## src/rtl/result_pager.sv

```systemverilog
// Result pager: accepts a finished calculator result and pages it onto 16 LEDs,
// advancing one 16-bit page per debounced press of btn_next.
module result_pager #(
    parameter int DEBOUNCE_CYCLES = 16,
    parameter int CNT_W           = 20
) (
    input  logic        clk,
    input  logic        rst,
    input  logic        res_valid,
    output logic        res_ready,
    input  logic [63:0] res_data,
    input  logic        res_sign,
    input  logic [1:0]  res_size,
    input  logic        btn_next,
    output logic [15:0] led,
    output logic [1:0]  page_idx,
    output logic        sign_led,
    output logic        busy,
    output logic        done_pulse
);

    typedef enum logic {S_IDLE, S_SHOW} state_t;

    state_t             r_state;
    logic               r_sync1;
    logic               r_sync2;
    logic               r_db;
    logic               r_db_prev;
    logic [CNT_W-1:0]   r_cnt;
    logic [63:0]        r_data;
    logic [1:0]         r_last;
    logic [1:0]         r_page;
    logic [15:0]        r_led;
    logic               r_sign_led;
    logic               r_busy;
    logic               r_ready;
    logic               r_done;

    logic               w_next;
    logic [1:0]         w_page_nxt;

    assign w_next     = r_db & ~r_db_prev;
    assign w_page_nxt = r_page + 2'd1;

    always_ff @(posedge clk or negedge rst) begin
        if (!rst) begin
            r_sync1   <= 1'b0;
            r_sync2   <= 1'b0;
            r_db      <= 1'b0;
            r_db_prev <= 1'b0;
            r_cnt     <= '0;
        end else begin
            r_sync1   <= btn_next;
            r_sync2   <= r_sync1;
            r_db_prev <= r_db;
            // The level must disagree for DEBOUNCE_CYCLES consecutive samples before it is taken.
            if (r_sync2 == r_db) begin
                r_cnt <= '0;
            end else if (r_cnt == CNT_W'(DEBOUNCE_CYCLES - 1)) begin
                r_db  <= r_sync2;
                r_cnt <= '0;
            end else begin
                r_cnt <= r_cnt + CNT_W'(1);
            end
        end
    end

    always_ff @(posedge clk or negedge rst) begin
        if (!rst) begin
            r_state    <= S_IDLE;
            r_data     <= '0;
            r_last     <= '0;
            r_page     <= '0;
            r_led      <= '0;
            r_sign_led <= 1'b0;
            r_busy     <= 1'b0;
            r_ready    <= 1'b1;
            r_done     <= 1'b0;
        end else begin
            r_done <= 1'b0;
            case (r_state)
                S_IDLE: begin
                    if (res_valid && r_ready) begin
                        r_data     <= res_data;
                        r_last     <= (res_size == 2'd0) ? 2'd0 :
                                      (res_size == 2'd1) ? 2'd1 : 2'd3;
                        r_page     <= '0;
                        r_led      <= res_data[15:0];
                        r_sign_led <= res_sign;
                        r_busy     <= 1'b1;
                        r_ready    <= 1'b0;
                        r_state    <= S_SHOW;
                    end
                end
                S_SHOW: begin
                    if (w_next) begin
                        if (r_page == r_last) begin
                            r_page     <= '0;
                            r_led      <= '0;
                            r_sign_led <= 1'b0;
                            r_busy     <= 1'b0;
                            r_ready    <= 1'b1;
                            r_done     <= 1'b1;
                            r_state    <= S_IDLE;
                        end else begin
                            r_page <= w_page_nxt;
                            r_led  <= r_data[{w_page_nxt, 4'b0000} +: 16];
                        end
                    end
                end
                default: r_state <= S_IDLE;
            endcase
        end
    end

    assign res_ready  = r_ready;
    assign led        = r_led;
    assign page_idx   = r_page;
    assign sign_led   = r_sign_led;
    assign busy       = r_busy;
    assign done_pulse = r_done;

endmodule

```

## config.mk

```make
export PLATFORM = sky130hd
export DESIGN_NAME = result_pager
export DESIGN_NICKNAME = d
export VERILOG_FILES = /design/src/rtl/result_pager.sv
export SDC_FILE = /design/constraint.sdc
export NUM_CORES = 1
export LEC_CHECK = 0
export CAP_MARGIN = 25
export CELL_PAD_IN_SITES_DETAIL_PLACEMENT = 1
export CELL_PAD_IN_SITES_GLOBAL_PLACEMENT = 1
export CORE_AREA = 2 2 121 147
export CTS_BUF_LIST = sky130_fd_sc_hd__clkbuf_8
export CTS_CLUSTER_DIAMETER = 200
export DETAILED_ROUTE_END_ITERATION = 16
export DIE_AREA = 0 0 123 149
export PLACE_DENSITY = 0.69
export SYNTH_ARGS = -nofsm -noshare
export SYNTH_HDL_FRONTEND = slang
export SYNTH_SLANG_ARGS = --single-unit
```

## constraint.sdc

```tcl
create_clock -name clk -period 2.6 [get_ports clk]
set_input_delay 0.52 -clock clk [delete_from_list [all_inputs] [get_ports clk]]
set_output_delay 0.52 -clock clk [all_outputs]
set_load 0.01 [all_outputs]
```

# Yosys cells after proc, flatten, opt, wreduce, memory -nomap -nowiden
# Index checks and enable logic that the tools add are counted.
# W data, S select, Z words.
# classes
n_mux	29
n_eq_ne	7
shift	1
n_bitwise	4
reduce_logical	6
addsub	2
# op_table
operator	n
$shiftx A64 B7 Y16	1
$mux W16	3
$mux W20	2
$pmux W16 S2	1
$add A20 B1 Y20 const B	1
$eq A20 B4 Y1 const B	1
$mux W1	13
$mux W2	5
$pmux W1 S2	4
$reduce_and A2 Y1	3
$ne A2 B1 Y1 const B	2
$pmux W2 S2	1
$not A1 Y1	3
$reduce_and A3 Y1	1
$add A2 B1 Y2 const B	1
$eq A2 B1 Y1 const B	1
$eq A2 B2 Y1	1
$logic_not A2 Y1	1
$ne A2 B2 Y1 const B	1
$and A1 B1 Y1	1
$eq A1 B1 Y1	1
$logic_and A1 B1 Y1	1
# totals
ff_bits	113
wordCells	63

# Logic depth before layout (Yosys ltp)
# depth
word_depth	5
mapped_depth	6
mapped_depth_nobuf	5

# Least setup slack after synthesis
# No wires, ideal clock.
# synth_timing
path_type	reg2reg
startpoint	register r_cnt[16]
endpoint	register r_cnt[12]
t_arrival_ns	1.725
setup_time_ns	0.119
t_required_ns	2.481
path_slack_ns	0.756
stages_incl_launch_ff	5
path_buffers	1
path_cell_list	dfrtp_1 > or4_4 > o41ai_4 > buf_6 > nor2_1
# synth_between
elab_chain_len	3
# synth_lines
item	line	source
from (decl)	29	logic [CNT_W-1:0] r_cnt;
from (signal assigned)	63	r_cnt <= r_cnt + CNT_W'(1);
$eq A20 B4 Y1	59	end else if (r_cnt == CNT_W'(DEBOUNCE_CYCLES - 1)) begin
$mux W20	59	
$mux W20	57	if (r_sync2 == r_db) begin
# No other way between the ends.
# A chain may end at the register's enable or synchronous reset.

# Worst setup path after layout
# layout_timing
startpoint	register r_page[1] (netlist: page_idx[1])
endpoint	output page_idx[1]
# layout_rtl
item	line	source
from (decl)	32	logic [1:0] r_page;
from (signal assigned)	106	r_page <= w_page_nxt;
to (decl)	16	output logic [1:0] page_idx,
# No word-level cell between the ends.

==> qor.yml <==
logic_synthesis:
  synth.area.mux_share_pct: 22.1
  syn_area_um2: 4990
  synth-adder-area-share_pct: 0.251
  synth-compound-area-share_pct: 5.75
  syn_inst: 386
  synth_warnings: 0
  ys_seq_area_share_pct: 56.7
  yosys.area_share.simple_pct: 9.81
  syn_nets: 458
  ys_ff_latch: 113
  synth_area_per_cell_um2: 12.9
  synth_top_family_by_area: "multiplexers"
  yosysUniqueCellTypes: 35
  synth_xor_area_share_pct: 3.16
routing:
  vias: 3454
  firstDrtPassIters: 4
  avgViaCountPerCell: 4.78
  dr.first_iter.drc_count: 176
  routedWlPerCell_um: 17.0
  ant_nets: 0
  wirelength_um: 12200
  drc: 0
global_route:
  grt_max_degree: 45
  track_usage_pct: 14.5
  grt_pass1_vias: 3832
  grt_pass1_wl_um: 20000
  antenna_found_initial: 0
  overflow: 0
final_layout:
  multi_input_area_um2: 2050
  regArea_um2: 2830
  fin_nets: 561
  synthToLayoutAreaGrowth_pct: 33.3
  fin_cells: 722
  fill_cells: 1832
  fin_util_pct: 38.9
  diodes: 0
  final_cell_mix: "dfrtp_1, clkdlybuf4s50_1, mux2_2, nor2_1, a21oi_1"
  final_common_cell: "dfrtp_1"
  layout-drive-gt1-share_pct: 25.5
worst_setup_path:
  path_max_fanout: 19
  reg2reg_depth: 4
  cp_data_arrival_time_ps: 1810
  path_class: "reg -> out"
  worstPathRequired_ps: 2080
  cp-end-kind: "output port"
  critPathLaunchType: "register"
cts:
  cts-hold-fix-buffers: 0
  cts_buffer_depth: 2
  cts_tree: "yes"
  cts-root-buf: "clkbuf_8"
  cts_setup_buffers: 0
  cts.sinks: 113
  cts-resized-gates: 0
  cts_buffers: 17
  htreeDepth: 4
  clk_latency_ps: 440
  clkTransAtPathRegs_ps: 70
pwr:
  internal_power_w: 0.00300
  design_power_total_w: 0.00380
  p_seq_share_pct: 47.0
  power_density_nw_per_um2: 572
  p_clk_share_pct: 46.8
  power_switching_w: 0.000810
  p_leak_nw: 3.01
  swShare_pct: 21.3
  peakVddDrop_mv: 0.295
  combPwrFrac_pct: 6.1
floorplan:
  core_area_um2: 17100
  fp.dieH_um: 149
  start_util_pct: 29.2
  die-width_um: 123
  die-area_um2: 18300
  rows: 53
  boundaryPins: 93
timing:
  max_freq_mhz: 430
  setup_viol: 0
  slew_violations: 0
  fin_ws_ps: 273
  clock_skew_ps: 10.1
  finalHoldViolCount: 0
  timing.setup.tns_ps: 0
  worstMarginPinSlew_ps: 962
  rsz0062_at_grt: "false"
  min_period_over_period_pct: 89.5
  slew_headroom_pct: 35.5
  period_needed_ps: 2330
placed_design:
  post-dp-hpwl_um: 8720
  gp_congestion: 0.760
  dpl.cell_count: 690
  numPortBuffers: 92
  dp_slack_ps: 520
run_status:
  status: "complete, no violations"
flow_run:
  cap_violations: 0
worst_hold_path:
  holdCritPathClass: "in -> async"
==> cell usage after synthesis <==
cell / n / area, µm²
dfrtp_1: 112 / 2800
mux2_2: 66 / 743
nor2_1: 39 / 146
a21oi_1: 36 / 180
nor2b_1: 17 / 106
mux4_2: 16 / 360
xnor2_1: 15 / 131
clkbuf_1: 11 / 41.3
nand2_1: 10 / 37.5
o21ai_0: 7 / 35.0
inv_1: 6 / 22.5
nor4_1: 6 / 37.5
nand4_1: 5 / 31.3
nand3_1: 4 / 20.0
or3_1: 4 / 25.0
buf_1: 3 / 11.3
buf_2: 3 / 15.0
nor3_1: 3 / 15.0
xor2_1: 3 / 26.3
a211oi_1: 2 / 15.0
a21o_1: 2 / 15.0
and3_1: 2 / 12.5
nand3b_1: 2 / 15.0
a21boi_1: 1 / 7.51
and2_1: 1 / 6.26
and4_1: 1 / 8.76
buf_4: 1 / 7.51
buf_6: 1 / 11.3
dfstp_2: 1 / 26.3
ha_1: 1 / 12.5
nor4b_1: 1 / 8.76
o22ai_1: 1 / 6.26
o41ai_4: 1 / 27.5
or4_1: 1 / 7.51
or4_4: 1 / 11.3
==> area by class of cell <==
type | instances | share of cell area (%)
Multi-Input combinational cell | 248 | 30.9
Clock inverter | 13 | 2.52
Tap cell | 220 | 4.14
Clock buffer | 19 | 3.93
Sequential cell | 113 | 42.6
Timing Repair Buffer | 103 | 15.6
Inverter | 6 | 0.339
==> registers in the layout, summed over array words and instances (netlist names) <==
signal,count
busy,1
done_pulse,1
led,16
page_idx,2
r_cnt,20
r_data,64
r_db,1
r_db_prev,1
r_last,2
r_state,1
r_sync1,1
r_sync2,1
res_ready,1
sign_led,1
==> final timing paths <==
kind                       slack [ps]     endpoint   startpoint
setup / recovery                  270  page_idx[1]  page_idx[1]
hold / removal                     70   r_data[48]          rst
setup reg to reg                  740    r_cnt[17]     r_cnt[4]
hold reg to reg                   360      r_sync2      r_sync1
max in group asynchronous        1830     r_cnt[4]          rst
min in group clk                  360      r_sync2      r_sync1
==> worst max-delay path: stages (launching register included) <==
cell	delay, ps
dfrtp_1	370
buf_4	370
clkdlybuf4s50_1	620
==> logic make-up after synthesis <==
group,count (synthesis)
DFF,113
muxes,82
and+or+nand+nor,97
xor gates and xnor gates,18
buffers and inverters,25
adders and majority gates,1
AOI/OAI and AO/OA,50
==> power by group through the flow <==
stage / sequential [W] / clock (W) / combinational [W]
2_1_floorplan: 0.00183 / 0 / 0.0000391
3_3_place_gp: 0.00182 / 0 / 0.000235
3_5_place_dp: 0.00182 / 0 / 0.000239
4_1_cts: 0.00179 / 0.00184 / 0.000241
5_1_grt: 0.00179 / 0.00193 / 0.000258
6_report: 0.00179 / 0.00178 / 0.000233
==> per-stage QoR <==
step           instance area [µm²]  hold slack [ps]
2_1_floorplan                 4990              224
3_3_place_gp                  6220              344
3_5_place_dp                  6220              346
4_1_cts                       6650             65.6
5_1_grt                       6650             79.6
6_report                      6650             69.6
==> routing by layer <==
| layer | wire (µm) | global-route usage, % | share of wire, % | up-vias |
|---|---|---|---|---|
| li1 | - | - | - | 1576 |
| met1 | 5140 | 17.1 | 42 | 1778 |
| met2 | 6410 | 24.3 | 52 | 86 |
| met3 | 537 | 4.43 | 4.4 | 14 |
| met4 | 162 | 5.74 | 1.3 | 0 |
| met5 | 0 | 0 | 0 | - |
(Power assumes the default switching activity.)
